## src/rtl/vga_ctrl_pkg.sv

```systemverilog
// Shared VGA timing defaults, no-request code and RGB444 colours for this block and the picture block.
// Constants only: no logic, no latency, no flow control.
package vga_ctrl_pkg;

    localparam logic [9:0] VGA_H_SYNC   = 10'd96;
    localparam logic [9:0] VGA_H_BACK   = 10'd48;
    localparam logic [9:0] VGA_H_VALID  = 10'd640;
    localparam logic [9:0] VGA_H_FRONT  = 10'd16;
    localparam logic [9:0] VGA_V_SYNC   = 10'd2;
    localparam logic [9:0] VGA_V_BACK   = 10'd33;
    localparam logic [9:0] VGA_V_VALID  = 10'd480;
    localparam logic [9:0] VGA_V_FRONT  = 10'd10;
    localparam logic       VGA_SYNC_POL = 1'b0;

    // Outside every legal coordinate as long as each axis total stays <= 1023.
    localparam logic [9:0] PIX_NO_REQ = 10'd1023;

    localparam logic [11:0] RGB_RED     = 12'hf00;
    localparam logic [11:0] RGB_ORANGE  = 12'hf80;
    localparam logic [11:0] RGB_YELLOW  = 12'hff0;
    localparam logic [11:0] RGB_GREEN   = 12'h0f0;
    localparam logic [11:0] RGB_CYAN    = 12'h0ff;
    localparam logic [11:0] RGB_BLUE    = 12'h00f;
    localparam logic [11:0] RGB_PURPLE  = 12'hf0f;
    localparam logic [11:0] RGB_WHITE   = 12'hfff;
    localparam logic [11:0] RGB_GRAY    = 12'h888;
    localparam logic [11:0] RGB_BLACK   = 12'h000;

    typedef struct packed {
        logic [9:0] x;
        logic [9:0] y;
    } pix_pos_t;

endpackage

```

## src/rtl/vga_axis_cnt.sv

```systemverilog
// One VGA axis counter (sync/back/valid/front) with window decodes; counts when inc is high.
// Decodes are combinational from the registered count; no back-pressure.
module vga_axis_cnt
    import vga_ctrl_pkg::*;
#(
    parameter logic [9:0] SYNC  = VGA_H_SYNC,
    parameter logic [9:0] BACK  = VGA_H_BACK,
    parameter logic [9:0] VALID = VGA_H_VALID,
    parameter logic [9:0] FRONT = VGA_H_FRONT
) (
    input  logic       clk,
    input  logic       rst_n,
    input  logic       inc,
    output logic [9:0] cnt,
    output logic       wrap,
    output logic       in_sync,
    output logic       in_valid,
    output logic       in_req
);

    localparam logic [9:0] TOTAL = SYNC + BACK + VALID + FRONT;
    localparam logic [9:0] START = SYNC + BACK;
    localparam logic [9:0] STOP  = START + VALID;

    always_ff @(posedge clk or negedge rst_n) begin
        if (!rst_n) begin
            cnt <= 10'd0;
        end else if (inc) begin
            cnt <= wrap ? 10'd0 : cnt + 10'd1;
        end
    end

    // wrap is qualified with inc so the V instance flags only the line-end edge.
    assign wrap     = inc && (cnt == TOTAL - 10'd1);
    assign in_sync  = (cnt < SYNC);
    assign in_valid = (cnt >= START) && (cnt < STOP);
    assign in_req   = (cnt >= START - 10'd1) && (cnt < STOP - 10'd1);

endmodule

```

## src/rtl/vga_ctrl.sv

```systemverilog
// 640x480@60 VGA timing: pix_x/pix_y lead rgb by one clock; hsync/vsync/frame_start registered.
// No back-pressure: pix_data must return exactly one clock after each request.
module vga_ctrl
    import vga_ctrl_pkg::*;
#(
    parameter logic [9:0] H_SYNC   = VGA_H_SYNC,
    parameter logic [9:0] H_BACK   = VGA_H_BACK,
    parameter logic [9:0] H_VALID  = VGA_H_VALID,
    parameter logic [9:0] H_FRONT  = VGA_H_FRONT,
    parameter logic [9:0] V_SYNC   = VGA_V_SYNC,
    parameter logic [9:0] V_BACK   = VGA_V_BACK,
    parameter logic [9:0] V_VALID  = VGA_V_VALID,
    parameter logic [9:0] V_FRONT  = VGA_V_FRONT,
    parameter logic       SYNC_POL = VGA_SYNC_POL
) (
    input  logic        vga_clk,
    input  logic        sys_rst_n,
    input  logic [11:0] pix_data,
    output logic [9:0]  pix_x,
    output logic [9:0]  pix_y,
    output logic        hsync,
    output logic        vsync,
    output logic [11:0] rgb,
    output logic        rgb_valid,
    output logic        frame_start
);

    localparam logic [9:0] HS = H_SYNC + H_BACK;
    localparam logic [9:0] VS = V_SYNC + V_BACK;

    logic [9:0] cnt_h;
    logic [9:0] cnt_v;
    logic       h_wrap;
    logic       h_sync;
    logic       h_valid;
    logic       h_req;
    logic       v_wrap;
    logic       v_sync;
    logic       v_valid;
    logic       pix_req;
    logic       hs_nxt;
    logic       vs_nxt;
    pix_pos_t   req_pos;

    vga_axis_cnt #(
        .SYNC  (H_SYNC),
        .BACK  (H_BACK),
        .VALID (H_VALID),
        .FRONT (H_FRONT)
    ) u_h_cnt (
        .clk      (vga_clk),
        .rst_n    (sys_rst_n),
        .inc      (1'b1),
        .cnt      (cnt_h),
        .wrap     (h_wrap),
        .in_sync  (h_sync),
        .in_valid (h_valid),
        .in_req   (h_req)
    );

    vga_axis_cnt #(
        .SYNC  (V_SYNC),
        .BACK  (V_BACK),
        .VALID (V_VALID),
        .FRONT (V_FRONT)
    ) u_v_cnt (
        .clk      (vga_clk),
        .rst_n    (sys_rst_n),
        .inc      (h_wrap),
        .cnt      (cnt_v),
        .wrap     (v_wrap),
        .in_sync  (v_sync),
        .in_valid (v_valid),
        .in_req   ()
    );

    // Vertical data is line-granular, so the request leads only in X.
    assign pix_req   = h_req && v_valid;
    assign req_pos.x = pix_req ? cnt_h - (HS - 10'd1) : PIX_NO_REQ;
    assign req_pos.y = pix_req ? cnt_v - VS : PIX_NO_REQ;
    assign pix_x     = req_pos.x;
    assign pix_y     = req_pos.y;

    assign rgb_valid = h_valid && v_valid;
    assign rgb       = rgb_valid ? pix_data : RGB_BLACK;

    // Sync decode of the count about to be loaded, so the registered pins track the live counters.
    assign hs_nxt = h_wrap || (h_sync && (cnt_h != H_SYNC - 10'd1));
    assign vs_nxt = h_wrap ? (v_wrap || (v_sync && (cnt_v != V_SYNC - 10'd1))) : v_sync;

    always_ff @(posedge vga_clk or negedge sys_rst_n) begin
        if (!sys_rst_n) begin
            hsync       <= ~SYNC_POL;
            vsync       <= ~SYNC_POL;
            frame_start <= 1'b0;
        end else begin
            hsync       <= hs_nxt ? SYNC_POL : ~SYNC_POL;
            vsync       <= vs_nxt ? SYNC_POL : ~SYNC_POL;
            frame_start <= h_wrap && v_wrap;
        end
    end

endmodule

```

## config.mk

```make
export PLATFORM = sky130hd
export DESIGN_NAME = vga_ctrl
export DESIGN_NICKNAME = d
export VERILOG_FILES = /design/src/rtl/vga_ctrl_pkg.sv /design/src/rtl/vga_axis_cnt.sv /design/src/rtl/vga_ctrl.sv
export SDC_FILE = /design/constraint.sdc
export NUM_CORES = 1
export LEC_CHECK = 0
export CAP_MARGIN = 20
export CORE_UTILIZATION = 32
export CTS_CLUSTER_SIZE = 24
export DETAILED_ROUTE_END_ITERATION = 8
export GPL_TIMING_DRIVEN = 1
export PLACE_DENSITY_LB_ADDON = 0.1
export SLEW_MARGIN = 20
export SYNTH_ARGS = -nofsm -noshare
export SYNTH_HDL_FRONTEND = slang
export SYNTH_SLANG_ARGS = --single-unit
```

## constraint.sdc

```tcl
create_clock -name vga_clk -period 3.9 [get_ports vga_clk]
set_clock_uncertainty 0.15 [all_clocks]
set_input_delay 0.975 -clock vga_clk [delete_from_list [all_inputs] [get_ports vga_clk]]
set_output_delay 0.975 -clock vga_clk [all_outputs]
set_load 0.01 [all_outputs]
```

# == Word-level counts from Yosys, hierarchy flattened ==
# Index checks and enable logic that the tools add are counted.
# op_classes
add_sub_neg,4
magnitude_cmp,8
eq_ne,4
muxes,8
n_reduce_logical,11
# ops
cell,count
two-way mux 10 bit,4
"< comparator 10 bit, second input constant",3
"adder 10 x 1 -> 10 bit, second input constant",2
"== test 10 bit, second input constant",2
">= comparator 10 x 8 -> 1 bit, second input constant",2
two-way mux 12 bit,1
">= comparator 10 x 6 -> 1 bit, second input constant",1
"< comparator 10 x 2 -> 1 bit, second input constant",1
"< comparator 10 x 7 -> 1 bit, second input constant",1
"inequality test 10 x 1 -> 1 bit, second input constant",1
"inequality test 10 x 7 -> 1 bit, second input constant",1
"subtractor 10 x 6 -> 10 bit, second input constant",1
"subtractor 10 x 8 -> 10 bit, second input constant",1
logical AND 1 bit,9
two-way mux 1 bit,3
logical OR 1 bit,2
# totals
regBits,23
inputBits,14

# == Depth between registers and ports, before layout ==
# Gate-level depths: netlist (run 1).
# logic_depth
depth_word,5
ltp_mapped,7
mapped_depth_nobuf,5

# == By module ==
# Synthesis (run 1) repeated with hierarchy kept, for this count alone.
# hier_totals
cells_unflattened,230
hier_area_um2,1908.1
# modules_own_cells
module,n_inst,cells_per_inst,area_each_um2,seq_area_each_um2
vga_ctrl,1,94,690.7,77.6
vga_axis_cnt (u_v_cnt),1,68,611.8,250.2
vga_axis_cnt (u_h_cnt),1,68,605.6,250.2

# == Worst setup path before layout (run 1) ==
# OpenSTA, ideal clock, no wires.
# synth_timing
path_type,reg-to-output
startpoint,reg u_v_cnt.cnt[1]
endpoint,out rgb[10]
arrival_time_ns,1.866
path_slack_ns,0.909
stages_incl_launch_ff,8
n_path_buf,2
path_cell_list,dfrtp_1 ha_1 clkbuf_1 o41ai_1 a21o_1 a221oi_2 buf_2 and2_1
# synth_via
elab_chain_len,4
word_cells_on_any_way,5
# synth_rtl
element,line_no,text
"start, declared",vga_axis_cnt.sv:14,"output logic [9:0] cnt,"
"start signal, assigned",vga_axis_cnt.sv:29,cnt <= wrap ? 10'd0 : cnt + 10'd1;
>= comparator 10 x 6 -> 1 bit or < comparator 10 bit (tied branches),vga_axis_cnt.sv:36,assign in_valid = (cnt >= START) && (cnt < STOP);
logical AND 1 bit (*),vga_axis_cnt.sv:36,
logical AND 1 bit (*),vga_ctrl.sv:84,assign rgb_valid = h_valid && v_valid;
named net rgb_valid,vga_ctrl.sv:24,"output logic rgb_valid,"
two-way mux 12 bit (*),vga_ctrl.sv:85,assign rgb = rgb_valid ? pix_data : RGB_BLACK;
"end, declared",vga_ctrl.sv:23,"output logic [11:0] rgb,"
# The timed path passes the listed nets; every way through them passes the cells marked *.

# == Final worst setup path (run 1) ==
# layout_timing
startpoint,reg u_h_cnt.cnt[0]
endpoint,out pix_x[7]
# layout_via
elab_chain_len,4
word_cells_on_any_way,6
# layout_rtl
element,line_no,text
"start, declared",vga_axis_cnt.sv:14,
"start signal, assigned",vga_axis_cnt.sv:29,
>= comparator 10 x 8 -> 1 bit or < comparator 10 bit (tied branches),vga_axis_cnt.sv:37,assign in_req = (cnt >= START - 10'd1) && (cnt < STOP - 10'd1);
logical AND 1 bit,vga_axis_cnt.sv:37,
logical AND 1 bit,vga_ctrl.sv:78,assign pix_req = h_req && v_valid;
two-way mux 10 bit (*),vga_ctrl.sv:79,assign req_pos.x = pix_req ? cnt_h - (HS - 10'd1) : PIX_NO_REQ;
"end, declared",vga_ctrl.sv:19,"output logic [9:0] pix_x,"
# Mark *: on every way between the ends. The rest lies on a longest branch, timed or not.

==> flow_summary.ini, run 1 <==
[outcome]
outcome = finished clean

[timing]
slew_violations = 0
relSlewSlack = 0.495
report.final.hold_viol_count = 0
min_period_ns = 3.80
setup_viol = 0
fmax_mhz = 263
tightest_slew_ns = 0.751
fin_crit_sh = 0.975

[die]
coreArea_sq_um = 5200
dieWidth_microns = 76.4
die_y_microns = 76.4
num_rows = 26
die_area_sq_um = 5840
initial_core_util = 0.341
boundaryPins = 50

[worst_setup_path]
crit_required_ns = 2.77
cp-end-kind = primary output
worstPathArrival_ns = 2.68
r2r_cells = 5
r2r_end = u_v_cnt.cnt[4]$_DFFE_PN0N_
r2r_slack_ns = 1.41
crit_fanout = 8
critPathLaunchType = flip-flop
crit-reg2reg-launch = u_h_cnt.cnt[0]$_DFF_PN0_
worst-setup-path-type = flip-flop to primary output

[worst_hold_path]
whs_endpoint = u_h_cnt.cnt[0]$_DFF_PN0_
min_from = u_h_cnt.cnt[0]$_DFF_PN0_
min_path_type = flip-flop to flip-flop
holdPathStages = 1

[synthesis]
synth-xor-area-share = 0.0988
yosys_warnings = 0
yosysSeqAreaShare = 0.326
synth_cell_type_count = 49
yosysTopAreaCellShare = 0.296
synth.most_common_cell = nand3_1
synthAdderAreaFrac = 0.0353
synthFlopType = dfrtp_1
syn_area_per_cell_sq_um = 8.40
ys_seq_elements = 23
netlist_area_sq_um = 1770
synth_top_family_by_area = simple AND/OR/NAND/NOR gates
syn_inst = 211
yosys.area_share.simple = 0.335
synth_fp_nets = 230
yosys-top-cells-area = dfrtp_1 (30%), nand3_1 (6.5%), xnor2_1 (5.9%), and2_1 (4.9%), xor2_1 (4.0%)
synth_top_area_cell = dfrtp_1
async_reset_ff_frac = 1.00
synth_compound_area_frac = 0.123
synth.area.mux_share = 0.00565
synth-edff-count = 0
synth_commonest_cells = nand3_1 (23), dfrtp_1 (21), and2_1 (14)

[clocking]
cts_sinks = 23
clock_latency_ns = 0.27
cts_tree = done
cts-buffers-inserted = 3
root_buffer = clkbuf_8
cts_max_level = 1
cts_setup_buffers = 0
clockBufferDepth = 2
clk_pin_slew_ns = 0.09

[detailed_routing]
num_vias = 1677
route.antenna.remaining_nets = 0
route.detailed.drc = 0
finalWirelength_mm = 4.66
routedWlPerCell_microns = 14.3
drt_iter0_drc = 96
first_pass_iters = 4
avgViaCountPerCell = 5.14

[global_routing]
grt_usage = 0.165
grt_overflow = 0
grt_pass1_vias = 1537
grt_first_pass_wirelength_mm = 7.73
grt_max_degree = 24
antenna_found_initial = 0

[power]
ir_drop_uv = 98.9
p_per_area_nw_per_um2 = 172
power_leakage_nw = 1.00
finalPower_w = 0.000416

[placed_design]
port_buffers = 49
globalplace.congestion = 0.834
dp.cells = 322
hpwl_mm = 3.44

[final_layout]
instances_no_fill = 326
drive_gt1_frac = 0.129
area_growth_pct = 36.1
layout.nets = 276
n_antenna_cell = 0

[flow_run]
drv_cap = 0
-- worst max-delay path, cell delays in order (launching register included) --
cell and delay, ns:
dfrtp_1 0.44, ha_1 0.28, and3_1 0.25, o41ai_1 0.39, o21ai_2 0.19, buf_4 0.21, o211ai_1 0.09, clkdlybuf4s50_1 0.56
-- final cells by class --
| class | count | area (sq um) |
|---|---|---|
| timing repair buffer | 65 | 611 |
| inverter | 5 | 18.8 |
| tap | 70 | 87.6 |
| sequential | 23 | 578 |
| multi-input combinational | 159 | 1070 |
| clock inverter | 1 | 5.00 |
| clock buffer | 3 | 41.3 |
| fill | 524 | 2790 |
-- metrics by stage --
| stage | setup TNS, ns | worst slack [ns] | area [sq um] | util | hold WS (ns) |
|---|---|---|---|---|---|
| finish | 0 | 0.0991 | 2410 | 0.464 | 0.388 |
| global route | -0.0960 | -0.0239 | 2410 | 0.464 | 0.428 |
| CTS | 0 | 0.0697 | 2400 | 0.462 | 0.396 |
| detailed placement | 0 | 0.300 | 2350 | 0.452 | 0.385 |
| global placement | 0 | 0.321 | 2350 | 0.452 | 0.371 |
| floorplan | 0 | 0.909 | 1770 | - | 0.337 |
-- routing by layer --
metal,share of wire,vias up,routed length [microns],GRT usage
met5,0,-,0,0
met3,0.067,5,312,0.0311
met4,0.012,0,55,0.0519
met1,0.48,778,2240,0.226
li1,-,828,-,-
met2,0.44,66,2050,0.259
-- where the power goes --
group | leakage, nW | internal (W) | switching [W]
registers | 0.300 | 0.000238 | 0
clock network | 0.0255 | 0.0000717 | 0.0000877
logic | 0.679 | 0.0000119 | 0.00000638
total | 1.00 | 0.000322 | 0.0000941
-- flip-flops by register name, indices dropped and copies added (netlist names) --
register,flops
frame_start,1
hsync,1
u_h_cnt.cnt,10
u_v_cnt.cnt,10
vsync,1
-- placed cells by master, fill, tap and decap left out, types with 5 or more instances in the layout --
cell type	Yosys	routed
nor3_1	7	7
o21ai_0	8	8
buf_4	3	16
and2_1	14	14
nand4_1	6	6
ha_1	5	5
xnor2_1	12	12
a21oi_1	8	7
nor2_1	13	13
clkdlybuf4s50_1	0	49
inv_1	5	5
nand3b_1	5	5
xor2_1	8	8
nand2_1	11	11
dfrtp_1	21	21
nand3_1	23	23
-- cell families (layout without fill, tap and decap cells) --
kind of cell / after synthesis / in the layout
AOI/OAI and AO/OA: 33 / 33
xor gates and xnor gates: 20 / 20
adders and majority gates: 5 / 5
buffers and inverters: 29 / 74
DFF: 23 / 23
muxes: 1 / 1
and+or+nand+nor: 100 / 100
-- repair_timing --
item                                    4_1_cts  5_1_grt
hold buffers                                  0        0
endpoints found under the setup margin        2       17
gates resized for setup                       1        2
pin swaps                                     0        1
-- how the worst max path moves through the flow --
| stage | start | endpoint | slack (ns) | cells after the start |
|---|---|---|---|---|
| after floorplan | u_v_cnt.cnt[1]$_DFFE_PN0N_ | rgb[10] | 0.91 | 7 |
| after global routing | u_h_cnt.cnt[0]$_DFF_PN0_ | pix_x[7] | -0.02 | 7 |
| after detailed placement | u_v_cnt.cnt[0]$_DFFE_PN0N_ | pix_y[4] | 0.30 | 7 |
| after global placement | u_v_cnt.cnt[0]$_DFFE_PN0N_ | pix_y[4] | 0.32 | 7 |
| after CTS | u_h_cnt.cnt[0]$_DFF_PN0_ | pix_x[7] | 0.07 | 7 |
| final | u_h_cnt.cnt[0]$_DFF_PN0_ | pix_x[7] | 0.1 | 7 |
(Power assumes the default switching activity.)
==> run 2: changes to the inputs <==
Settings changed: SLEW_MARGIN 20 to 0.
Clock period 3.9 ns to 4.2 ns, I/O delays scaled along.
==> run 2 against run 1 <==
  * Sequential share of layout area shrank 0.099 points
  * Via count grew 1.7%
  * Combinational power grew 8%
  * Critical path depth is the same
  * Worst setup slack gained 0.16 ns
  * Critical path type unchanged
  * Largest cell class unchanged
  * Hold slack gained 0.0059 ns
  * Largest power group unchanged
==> flow_summary.ini, run 2 (synthesized netlist as in run 1, its figures left out) <==
[placed_design]
hpwl_mm = 3.49
place_ws_ns = 0.345
port_buffers = 49
globalplace.congestion = 0.833

[global_routing]
grt_max_degree = 18
grt_usage = 0.167
grt_overflow = 0
antenna_found_initial = 0
grt_first_pass_wirelength_mm = 7.82
grt_pass1_vias = 1555

[detailed_routing]
route.antenna.remaining_nets = 0
drt_iter0_drc = 98
first_pass_iters = 5
route.detailed.drc = 0
finalWirelength_mm = 4.67
routedWlPerCell_microns = 14.5
num_vias = 1705
avgViaCountPerCell = 5.28

[power]
power_leakage_nw = 1.04
seq_power_share = 0.580
p_int_w = 0.000302
ir_drop_uv = 134
p_per_area_nw_per_um2 = 157
p_sw_w = 0.0000794
clockPowerShare = 0.368
power_frac_comb = 0.052
switching_share = 0.208

[timing]
report.final.hold_viol_count = 0
min_period_ns = 3.94
fin_crit_sh = 0.939
rsz0062_at_grt = false
relSlewSlack = 0.665
slew_violations = 0
fin_setup_tns_ns = 0
setup_slack_ns = 0.258
setup_viol = 0
fmax_mhz = 254
tightest_slew_ns = 0.499

[final_layout]
fillers = 531
layout.nets = 273
final_common_cell = clkdlybuf4s50_1
layout_common_cells = clkdlybuf4s50_1 (49), nand3_1 (23), dfrtp_1 (21)
n_antenna_cell = 0
largestRegisters = u_h_cnt.cnt: 10 flops, u_v_cnt.cnt: 10 flops
area_growth_pct = 36.7
drive_gt1_frac = 0.107

[die]
coreArea_sq_um = 5200
num_rows = 26
initial_core_util = 0.341
dieWidth_microns = 76.4
die_area_sq_um = 5840
boundaryPins = 50
die_y_microns = 76.4

[worst_setup_path]
worst-setup-path-type = flip-flop to primary output
path_delay_family = buffers and inverters
worstPathArrival_ns = 2.74
cpMaxStageDelayCell = clkdlybuf4s50_1
slowest_delay_ns = 0.50
path_buf_inv = 2
crit_chain = ha_1 -> nor4_1 -> nand3_1 -> a21oi_2 -> buf_4 -> nand4b_1 -> clkdlybuf4s50_1
crit_required_ns = 3.00
r2r_cells = 5
cp-end-kind = primary output
r2r_slack_ns = 1.83
r2r_end = u_v_cnt.cnt[8]$_DFFE_PN0N_
crit-reg2reg-launch = u_h_cnt.cnt[0]$_DFF_PN0_
critPathLaunchType = flip-flop
crit_fanout = 8

[clocking]
hold_buffers = 0
clk_pin_slew_ns = 0.09
cts-buffers-inserted = 3
cts_tree = done
root_buffer = clkbuf_8
cts_max_level = 1
clock_latency_ns = 0.27
cts_sinks = 23
clockBufferDepth = 2

[flow_run]
drv_cap = 0

[worst_hold_path]
min_from = u_h_cnt.cnt[0]$_DFF_PN0_
whs_endpoint = u_h_cnt.cnt[0]$_DFF_PN0_
min_path_type = flip-flop to flip-flop
holdPathStages = 1

[outcome]
outcome = finished clean
run 2: worst max path at each step:
stage | startpoint | to | slack (ns) | depth (start not counted)
final | u_v_cnt.cnt[1]$_DFFE_PN0N_ | pix_y[4] | 0.26 | 7
after global routing | u_v_cnt.cnt[1]$_DFFE_PN0N_ | pix_y[2] | 0.05 | 7
after CTS | u_v_cnt.cnt[1]$_DFFE_PN0N_ | rgb[10] | 0.03 | 6
after detailed placement | u_v_cnt.cnt[1]$_DFFE_PN0N_ | rgb[10] | 0.35 | 6
after global placement | u_v_cnt.cnt[1]$_DFFE_PN0N_ | rgb[10] | 0.37 | 6
after floorplan | u_v_cnt.cnt[1]$_DFFE_PN0N_ | rgb[10] | 1.13 | 7
run 2: worst reg2reg max path, stage by stage, from the launching register on:
cell,delay (ns)
dfrtp_1,0.44
ha_1,0.26
nand4_2,0.21
or4_1,0.80
nor4_2,0.33
a211o_1,0.13
run 2: layer usage:
metal / vias to the layer above / routed length (microns) / track usage
met4: 0 / 62 / 0.0519
met2: 64 / 2120 / 0.253
met3: 6 / 268 / 0.0299
met1: 812 / 2210 / 0.238
li1: 823 / - / -
met5: - / 0 / 0
run 2: final cells by class:
type	count	area, sq um	share of cell area
clock buffers	4	45.0	0.0186
inverters	5	18.8	0.00774
multi-input cells	159	1070	0.443
flip-flops and latches	23	578	0.239
well taps	70	87.6	0.0361
repair buffers	62	621	0.256
run 2: power groups by stage:
stage                     Combinational, W  Clock, W  Sequential [W]
final                            0.0000197  0.000141        0.000221
after global placement           0.0000171         0        0.000226
after floorplan               0.0000000835         0        0.000226
after detailed placement         0.0000203         0        0.000226
after global routing             0.0000216  0.000152        0.000221
after CTS                        0.0000204  0.000147        0.000221
run 2: stage by stage:
stage                     utilization  hold WS [ns]  instances  area, sq um  power, W
after global routing            0.466         0.433        323         2420  0.000395
after global placement          0.445         0.375        317         2320  0.000243
after floorplan                     -         0.337        211         1770  0.000226
after CTS                       0.459         0.400        322         2390  0.000389
after detailed placement        0.450         0.387        318         2340  0.000246
final                           0.466         0.394        323         2420  0.000382
run 2: timing repair:
item | in CTS | in global routing
setup endpoints to repair | 0 | 28
buffers inserted | 0 | 1
gates resized for setup | 0 | 2
==> run 3: changes to the inputs <==
Settings changed: ABC_AREA set to 1, CAP_MARGIN 20 to unset, CORE_UTILIZATION 32 to 25.
==> run 3 against run 2 <==
  * Global-route usage shrank 2.9 points
  * Clock-buffer cell count fell by 1
  * Die area increased by 38%
  * Non-clock buffer count is 10 lower
  * Critical path depth increased by 2
  * Synthesized area grew 8.9%
  * Via count rose by 15%
  * Largest power group unchanged
==> flow_summary.ini, run 3 <==
[power]
ir_drop_uv = 128
seq_power_share = 0.568
p_sw_w = 0.0000902
power_leakage_nw = 1.27
switching_share = 0.231
clockPowerShare = 0.381
p_int_w = 0.000300
p_per_area_nw_per_um2 = 152
power_frac_comb = 0.051

[synthesis]
yosysTopAreaCellShare = 0.272
synth_fp_nets = 319
yosys-top-cells-area = dfrtp_1 (27%), nand2_1 (13%), inv_1 (9.1%), nor2_1 (8.0%), nand2_2 (7.8%)
yosysSeqAreaShare = 0.299
synthFlopType = dfrtp_1
netlist_area_sq_um = 1930
ys_seq_elements = 23
syn_inst = 300
synth-edff-count = 0
synth.most_common_cell = nand2_1
synth_cell_type_count = 28
syn_area_per_cell_sq_um = 6.44
yosys_warnings = 0
async_reset_ff_frac = 1.00
synth_commonest_cells = nand2_1 (68), inv_1 (47), nor2_1 (41)
synth_top_area_cell = dfrtp_1

[worst_setup_path]
r2r_cells = 8
crit_chain = ha_1 -> nor2_2 -> nand2_2 -> nor2_1 -> o21ai_0 -> nor2_2 -> buf_4 -> nand2_2 -> clkdlybuf4s50_1
r2r_end = u_v_cnt.cnt[9]$_DFFE_PN0N_
cp-end-kind = primary output
cpMaxStageDelayCell = dfrtp_1
r2r_slack_ns = 1.96
worstPathArrival_ns = 2.75
crit-reg2reg-launch = u_h_cnt.cnt[0]$_DFF_PN0_
worst-setup-path-type = flip-flop to primary output
crit_fanout = 8
critPathLaunchType = flip-flop
crit_required_ns = 3.00
slowest_delay_ns = 0.49
endpoint = pix_y[8]
startpoint = u_v_cnt.cnt[0]$_DFFE_PN0N_

[die]
boundaryPins = 50
num_rows = 31
die_area_sq_um = 8080
coreArea_sq_um = 7370
die_y_microns = 89.9
dieWidth_microns = 89.9
initial_core_util = 0.262

[placed_design]
port_buffers = 49
hpwl_mm = 4.13
dp.cells = 445
globalplace.congestion = 0.848

[final_layout]
final_common_cell = nand2_1
n_antenna_cell = 0
layout.nets = 370
drive_gt1_frac = 0.169
area_growth_pct = 32.7
regArea_sq_um = 578
largestRegisters = u_h_cnt.cnt: 10 flops, u_v_cnt.cnt: 10 flops
fillers = 813
layout_common_cells = nand2_1 (68), clkdlybuf4s50_1 (49), inv_1 (47)
instances_no_fill = 449
multi_input_area_sq_um = 1090

[timing]
fmax_mhz = 253
fin_setup_tns_ns = 0
tightest_slew_ns = 0.906
relSlewSlack = 0.394
report.final.hold_viol_count = 0
rsz0062_at_grt = false
min_period_ns = 3.95
setup_viol = 0
fin_crit_sh = 0.941
slew_violations = 0

[global_routing]
antenna_found_initial = 0
grt_first_pass_wirelength_mm = 9.20
grt_usage = 0.138
grt_overflow = 0
grt_pass1_vias = 1848
grt_max_degree = 24

[detailed_routing]
finalWirelength_mm = 5.32
avgViaCountPerCell = 4.38
route.antenna.remaining_nets = 0
drt_iter0_drc = 127
routedWlPerCell_microns = 11.8
first_pass_iters = 4
num_vias = 1966
route.detailed.drc = 0

[flow_run]
drv_cap = 0

[worst_hold_path]
min_from = u_h_cnt.cnt[0]$_DFF_PN0_
min_path_type = flip-flop to flip-flop

[clocking]
cts_setup_buffers = 0
clock_latency_ns = 0.27
hold_buffers = 0
root_buffer = clkbuf_8
cts_sinks = 23
clk_pin_slew_ns = 0.09
cts_max_level = 1
clockBufferDepth = 2
ctsResizeCount = 0
cts-buffers-inserted = 3
cts_tree = done

[outcome]
outcome = finished clean
-- run 3: worst min-delay path by stage --
stage	slack [ns]	to	cells after the start
2_1_floorplan	0.34	u_h_cnt.cnt[0]$_DFF_PN0_	1
3_3_place_gp	0.36	u_h_cnt.cnt[0]$_DFF_PN0_	1
3_5_place_dp	0.37	u_h_cnt.cnt[0]$_DFF_PN0_	1
4_1_cts	0.38	u_h_cnt.cnt[0]$_DFF_PN0_	1
5_1_grt	0.42	u_h_cnt.cnt[0]$_DFF_PN0_	1
6_report	0.39	u_h_cnt.cnt[0]$_DFF_PN0_	1
-- run 3: kinds of logic (layout without fill, tap and decap cells) --
family | count (synthesis) | count (layout) | synth area share
AND/OR/NAND/NOR | 176 | 176 | 0.420
buffers and inverters | 63 | 113 | 0.137
AO/OA/AOI/OAI | 23 | 23 | 0.0655
flip-flops | 23 | 23 | 0.299
XOR/XNOR | 10 | 10 | 0.0454
adder cells (fa/ha/maj) | 5 | 5 | 0.0324
-- run 3: stage by stage --
| stage | setup slack (ns) | util | hold WS, ns | instance area, sq um | total power (W) |
|---|---|---|---|---|---|
| 2_1_floorplan | 1.53 | - | 0.342 | 1930 | 0.000229 |
| 3_3_place_gp | 0.588 | 0.341 | 0.358 | 2520 | 0.000246 |
| 3_5_place_dp | 0.526 | 0.341 | 0.370 | 2520 | 0.000246 |
| 4_1_cts | 0.200 | 0.348 | 0.385 | 2560 | 0.000398 |
| 5_1_grt | 0.0143 | 0.348 | 0.420 | 2560 | 0.000409 |
| 6_report | 0.248 | 0.348 | 0.386 | 2560 | 0.000390 |
-- run 3: power by group through the flow --
stage,Clock [W],Sequential [W],Combinational (W)
final,0.000149,0.000221,0.0000200
after detailed placement,0,0.000226,0.0000204
after global routing,0.000164,0.000221,0.0000227
after global placement,0,0.000226,0.0000202
after floorplan,0,0.000226,0.00000293
after CTS,0.000157,0.000221,0.0000205
-- run 3: final cells by class --
class                           count  share of cell area
Tap cell                           99              0.0483
Multi-Input combinational cell    214               0.424
Clock buffer                        3              0.0161
Timing Repair Buffer               52               0.200
Clock inverter                      1             0.00195
Sequential cell                    23               0.226
Inverter                           57              0.0835
-- run 3: worst max-delay path: cells and delay by family, from the launching register on --
family	cells	cell delay (ns)
fa+ha+maj	1	0.28
buf+inv	2	0.76
compound gates	1	0.12
flops	1	0.49
simple gates	5	0.83
-- run 3: metal layers --
layer / global-route usage / wire, microns
met1: 0.197 / 2710
met2: 0.217 / 2230
met3: 0.0228 / 341
met4: 0.0309 / 40
met5: 0 / 0
